===== src/rtl/mem_access.sv =====
// MEM-stage data-memory controller: turns a load/store into one req/ack bus transfer and returns aligned, extended load data.
// Latency: 3 cycles minimum (IDLE, REQ with ack, DONE). Each extra wait adds 1 cycle. A timeout takes P_TIMEOUT+2 cycles.
// Backpressure: o_stall holds the pipeline from request until DONE. The bus is held in REQ until i_bus_ack or timeout.
// Optional feature: define MEM_ALIGNCHK_EN to reject misaligned half/word accesses with o_bus_err and no bus request.
module mem_access #(
    parameter int unsigned P_TIMEOUT = 255
) (
    input  logic        i_clk,
    input  logic        i_nrst,
    input  logic        i_con_Mmemread,
    input  logic        i_con_Mmemwrite,
    input  logic [1:0]  i_con_Msize,
    input  logic        i_con_Munsigned,
    input  logic [31:0] i_data_alures,
    input  logic [31:0] i_data_wrdata,
    output logic [31:0] o_data_memout,
    output logic        o_stall,
    output logic        o_bus_req,
    output logic        o_bus_we,
    output logic [31:0] o_bus_addr,
    output logic [31:0] o_bus_wdata,
    output logic [3:0]  o_bus_be,
    input  logic        i_bus_ack,
    input  logic [31:0] i_bus_rdata,
    output logic        o_bus_err
);
    typedef enum logic [1:0] {IDLE = 2'd0, REQ = 2'd1, DONE = 2'd2} state_t;

    // Last REQ cycle index before the access is abandoned.
    localparam logic [15:0] TO_LAST = 16'(P_TIMEOUT - 1);

    state_t      state_q, state_d;
    logic [31:0] addr_q, wdata_q, result_q;
    logic [3:0]  be_q;
    logic [1:0]  lane_q, size_q;
    logic        uns_q, we_q, err_q;
    logic [15:0] cnt_q;

    logic        start, misalign, timeout_hit, stall_d;
    logic [3:0]  be_d;
    logic [31:0] wdata_d, ext_d;
    logic [7:0]  ld_byte;
    logic [15:0] ld_half;

    assign start       = (state_q == IDLE) && (i_con_Mmemread || i_con_Mmemwrite);
    // Ack has priority: a timeout only counts when no ack arrives in that cycle.
    assign timeout_hit = (state_q == REQ) && !i_bus_ack && (cnt_q == TO_LAST);

`ifdef MEM_ALIGNCHK_EN
    // Half needs addr[0]=0; word (and size 11) needs addr[1:0]=0.
    always_comb begin
        misalign = 1'b0;
        if (i_con_Msize == 2'b01)
            misalign = i_data_alures[0];
        else if (i_con_Msize[1])
            misalign = (i_data_alures[1:0] != 2'b00);
    end
`else
    assign misalign = 1'b0;
`endif

    // Byte enables and lane-replicated store data for the incoming access.
    always_comb begin
        be_d    = 4'b1111;
        wdata_d = i_data_wrdata;
        case (i_con_Msize)
            2'b00: begin
                be_d    = 4'b0001 << i_data_alures[1:0];
                wdata_d = {4{i_data_wrdata[7:0]}};
            end
            2'b01: begin
                be_d    = i_data_alures[1] ? 4'b1100 : 4'b0011;
                wdata_d = {2{i_data_wrdata[15:0]}};
            end
            default: begin
                be_d    = 4'b1111;
                wdata_d = i_data_wrdata;
            end
        endcase
    end

    // Select the addressed lane from read data and extend it to 32 bits.
    always_comb begin
        ld_half = lane_q[1] ? i_bus_rdata[31:16] : i_bus_rdata[15:0];
        case (lane_q)
            2'd0:    ld_byte = i_bus_rdata[7:0];
            2'd1:    ld_byte = i_bus_rdata[15:8];
            2'd2:    ld_byte = i_bus_rdata[23:16];
            default: ld_byte = i_bus_rdata[31:24];
        endcase
        case (size_q)
            2'b00:   ext_d = uns_q ? {24'h0, ld_byte} : {{24{ld_byte[7]}}, ld_byte};
            2'b01:   ext_d = uns_q ? {16'h0, ld_half} : {{16{ld_half[15]}}, ld_half};
            default: ext_d = i_bus_rdata;
        endcase
    end

    // State register.
    always_ff @(posedge i_clk or negedge i_nrst) begin
        if (!i_nrst) state_q <= IDLE;
        else         state_q <= state_d;
    end

    // Next-state and stall decode.
    always_comb begin
        state_d = state_q;
        stall_d = 1'b0;
        case (state_q)
            IDLE: begin
                if (start) begin
                    stall_d = 1'b1;
                    state_d = misalign ? DONE : REQ;
                end
            end
            REQ: begin
                stall_d = 1'b1;
                if (i_bus_ack || timeout_hit) state_d = DONE;
            end
            DONE:    state_d = IDLE;
            default: state_d = IDLE;
        endcase
    end

    // Reset gates stall directly so it drops without waiting for a clock.
    assign o_stall   = stall_d && i_nrst;
    assign o_bus_req = (state_q == REQ);
    assign o_bus_we  = (state_q == REQ) && we_q;

    // Access registers, wait counter, result and error pulse.
    always_ff @(posedge i_clk or negedge i_nrst) begin
        if (!i_nrst) begin
            addr_q   <= 32'h0;
            wdata_q  <= 32'h0;
            be_q     <= 4'b0000;
            lane_q   <= 2'b00;
            size_q   <= 2'b00;
            uns_q    <= 1'b0;
            we_q     <= 1'b0;
            cnt_q    <= 16'h0;
            result_q <= 32'h0;
            err_q    <= 1'b0;
        end else begin
            err_q <= 1'b0;
            if (start) begin
                addr_q  <= {i_data_alures[31:2], 2'b00};
                lane_q  <= i_data_alures[1:0];
                size_q  <= i_con_Msize;
                uns_q   <= i_con_Munsigned;
                we_q    <= i_con_Mmemwrite;
                be_q    <= be_d;
                wdata_q <= wdata_d;
                cnt_q   <= 16'h0;
                if (misalign) begin
                    result_q <= 32'h0;
                    err_q    <= 1'b1;
                end
            end else if (state_q == REQ) begin
                if (i_bus_ack) begin
                    if (!we_q) result_q <= ext_d;
                end else if (timeout_hit) begin
                    result_q <= 32'h0;
                    err_q    <= 1'b1;
                end else begin
                    cnt_q <= cnt_q + 16'd1;
                end
            end
        end
    end

    assign o_bus_addr    = addr_q;
    assign o_bus_wdata   = wdata_q;
    assign o_bus_be      = be_q;
    assign o_data_memout = result_q;
    assign o_bus_err     = err_q;

endmodule

===== config.mk =====
export PLATFORM = sky130hd
export DESIGN_NAME = mem_access
export DESIGN_NICKNAME = d
export VERILOG_FILES = /design/src/rtl/mem_access.sv
export SDC_FILE = /design/constraint.sdc
export NUM_CORES = 1
export LEC_CHECK = 0
export CORE_MARGIN = 2
export CORE_UTILIZATION = 50
export CTS_BUF_LIST = sky130_fd_sc_hd__clkbuf_2 sky130_fd_sc_hd__clkbuf_4 sky130_fd_sc_hd__clkbuf_8
export DETAILED_ROUTE_END_ITERATION = 12
export PLACE_DENSITY = 0.88
export SKIP_CTS_REPAIR_TIMING = 1
export SYNTH_ARGS = -nofsm -noshare
export SYNTH_HDL_FRONTEND = slang
export SYNTH_SLANG_ARGS = --single-unit

===== constraint.sdc =====
create_clock -name i_clk -period 4.1 [get_ports i_clk]
set_clock_uncertainty 0.2 [all_clocks]
set_input_delay 0.41 -clock i_clk [delete_from_list [all_inputs] [get_ports i_clk]]
set_output_delay 0.41 -clock i_clk [all_outputs]
set_load 0.01 [all_outputs]

==> impl_metrics.yaml <==
route:
  wl_met3_mm: 1.41
  routed.top_layer: "met4"
  drt_iter0_markers: 374
  vias: 5175
  ant_nets: 0
  post_drt_wl_per_cell_um: 17.0
  via_per_inst: 5.49
  wl_mm: 16.0
  drt-met1-wl_mm: 6.51
  met2_length_mm: 7.72
  drc: 0
  firstDrtPassIters: 5
cells_and_area:
  diodes: 0
  fill_cells: 806
  fin_cells: 943
  layout.nets: 893
  post_route_cells_drive_above_1_share_pct: 7.12
  utilization_pct: 73.3
  syn_to_final_growth_pct: 44.8
place:
  dp_slack_ns: 1.38
  post-place-cells: 911
  place_congestion: 0.836
  place_hpwl_mm: 11.6
  portBuffers: 205
hold_path:
  hp-class: "input pin to async pin"
timing:
  drv_slew: 0
  setup_violations: 0
  maxSlewHeadroom_pct: 27.2
  final.setup.tns_ns: 0
  fin_crit_ns: 2.66
  max_freq_mhz: 376
  tightest_slew_ns: 1.09
  period_share_pct: 64.8
  rsz0062_at_grt: "no"
  finalHoldViolations: 41
  hold_slack_ns: -0.0349
  setup_ws_ns: 1.44
synthesis:
  synth-edff-count: 0
  synth-xor-area-share_pct: 0.458
  yosys_most_used_dff: "dfrtp_1"
  synth_cells: 592
  yosysTopAreaCell: "dfrtp_1"
  syn_area_um2: 5730
  synth_common_cells: "nand2_1 (173), dfrtp_1 (123), o21ai_0 (40), mux2i_1 (34), clkbuf_1 (28)"
  synth-compound-area-share_pct: 14.1
  ys_types: 48
  async_flop_share_pct: 100
  synthSimpleGateAreaFrac_pct: 20.3
  synth_top_family_by_area: "simple AND/OR/NAND/NOR gates"
  synth_top_area_share_pct: 53.7
  yosysWarningCount: 0
  synth_mux_area_share_pct: 7.71
  synth-seq-area-share_pct: 53.7
  avgSynthCellArea_um2: 9.68
  synthTopCellsByArea: "dfrtp_1 (54%), nand2_1 (11%), mux2i_1 (5.9%)"
  synth-seq-cells: 123
  synth_adder_area_share_pct: 0.437
  yosys.cell_count.top_type: "nand2_1"
global_routing:
  grt_pass1_vias: 5227
  grt_util_all_layers_pct: 26.7
  grt_max_degree: 69
  antenna_found_initial: 0
  grt_pass1_wl_mm: 26.4
  overflow: 0
clocking:
  cts.sinks: 123
  cts_tree: "yes"
  clock_path_buffers: 2
  cts_buffers: 17
  root_buffer: "clkbuf_8"
  cts_max_level: 4
  clock_latency_ns: 0.43
  clkTransAtPathRegs_ns: 0.07
floorplan:
  dieArea_um2: 12300
  initial_core_util_pct: 50.6
  core_um2: 11300
  die_h_um: 111
  ios: 208
  die_w_um: 111
  rows: 39
setup_path:
  rr_startpoint: "cnt_q[8]"
  worstPathMaxFanout: 32
  worstPathArrival_ns: 2.77
  crit_slowest_cell: "nor4_4"
  cp-startpoint: "cnt_q[8]"
  path_class: "register to register"
  reg2regPathDepth: 5
  path_cells: "or4_1 -> nor4_4 -> a21oi_2 -> buf_4 -> a22o_1"
  cp_data_required_time_ns: 4.21
  critical_path.max_stage_delay_ns: 0.68
  critPathCaptureType: "register"
  cp-start-kind: "register"
pwr:
  powerDensity_nw_per_um2: 703
  max-vdd-ir-drop_uv: 455
  power_mw: 5.83
  p_leak_nw: 3.69
job:
  max-cap-violations: 0
status:
  violations: "hold timing"
  status: "complete, but fails checks"
power breakdown:
| part | total, mW | switching [mW] | internal [mW] | leakage (nW) |
|---|---|---|---|---|
| combinational | 2.63 | 1.26 | 1.37 | 1.91 |
| sequential | 2.06 | 0.346 | 1.72 | 1.55 |
| clock | 1.13 | 0.462 | 0.672 | 0.224 |
state kept, by name, indices dropped and copies added (netlist names):
signal,flops
cnt_q,16
lane_q,2
o_bus_addr,30
o_bus_be,4
o_bus_err,1
o_bus_wdata,32
o_data_memout,32
size_q,2
state_q,2
uns_q,1
we_q,1
layout by cell type (no fill, tap or decap), types with 4 or more instances in the layout:
cell / Yosys / routed
clkdlybuf4s50_1: 0 / 204
nand2_1: 173 / 173
dfrtp_1: 123 / 123
o21ai_0: 40 / 39
mux2i_1: 34 / 34
a22o_1: 25 / 25
nand2b_1: 20 / 20
nor2_1: 20 / 20
clkbuf_8: 0 / 20
a21oi_1: 19 / 19
a221oi_1: 10 / 10
o2bb2ai_1: 10 / 10
buf_4: 3 / 10
mux2_2: 7 / 7
inv_1: 6 / 6
or3_1: 6 / 6
nor3_1: 5 / 5
or4_1: 5 / 5
clkinv_2: 0 / 5
nand4_1: 4 / 4
o31ai_1: 4 / 4
clkbuf_4: 0 / 4
worst paths after layout:
| kind | end | slack (ns) |
|---|---|---|
| max in group asynchronous | o_bus_be[0] | 2.52 |
| setup / recovery | o_data_memout[16] | 1.44 |
| hold reg to reg | o_bus_addr[27] | 0.28 |
| setup reg to reg | o_data_memout[16] | 1.44 |
| min in group i_clk | o_bus_addr[27] | 0.28 |
| hold / removal | cnt_q[13] | -0.03 |
logic make-up after synthesis:
kind of cell    count (synthesis)
compound gates                120
xor+xnor                        3
fa+ha+maj                       2
buf+inv                        45
flops                         123
mux                            42
other cells                     1
simple gates                  256
per-layer routing:
| layer | track usage, % | up-vias |
|---|---|---|
| met2 | 43.1 | 211 |
| met4 | 10.9 | 0 |
| met1 | 33.0 | 2495 |
| met3 | 9.46 | 29 |
| met5 | 0 | - |
| li1 | - | 2440 |
critical path, delay by kind of cell (launching register included):
family          cells  cell delay, ns
simple gates        2            1.27
flops               1            0.43
compound gates      2            0.39
buf+inv             1            0.26
metrics by stage:
step | instance area [um2] | hold WS (ns)
after CTS | 8300 | -0.00985
after global placement | 7880 | 0.252
after global routing | 8300 | 0.0188
after floorplan | 5740 | -0.0856
after detailed placement | 7880 | 0.262
final | 8300 | -0.0349
area by class of cell:
cell class,instances,area (um2),area share (%)
inverter,6,22.5,0.271
sequential,123,3080,37.1
clock buffer,24,305,3.68
timing repair buffer,214,2120,25.5
multi-input combinational,425,2480,29.9
tap,143,179,2.16
clock inverter,8,115,1.39
Power figures use the tool's default switching activity.
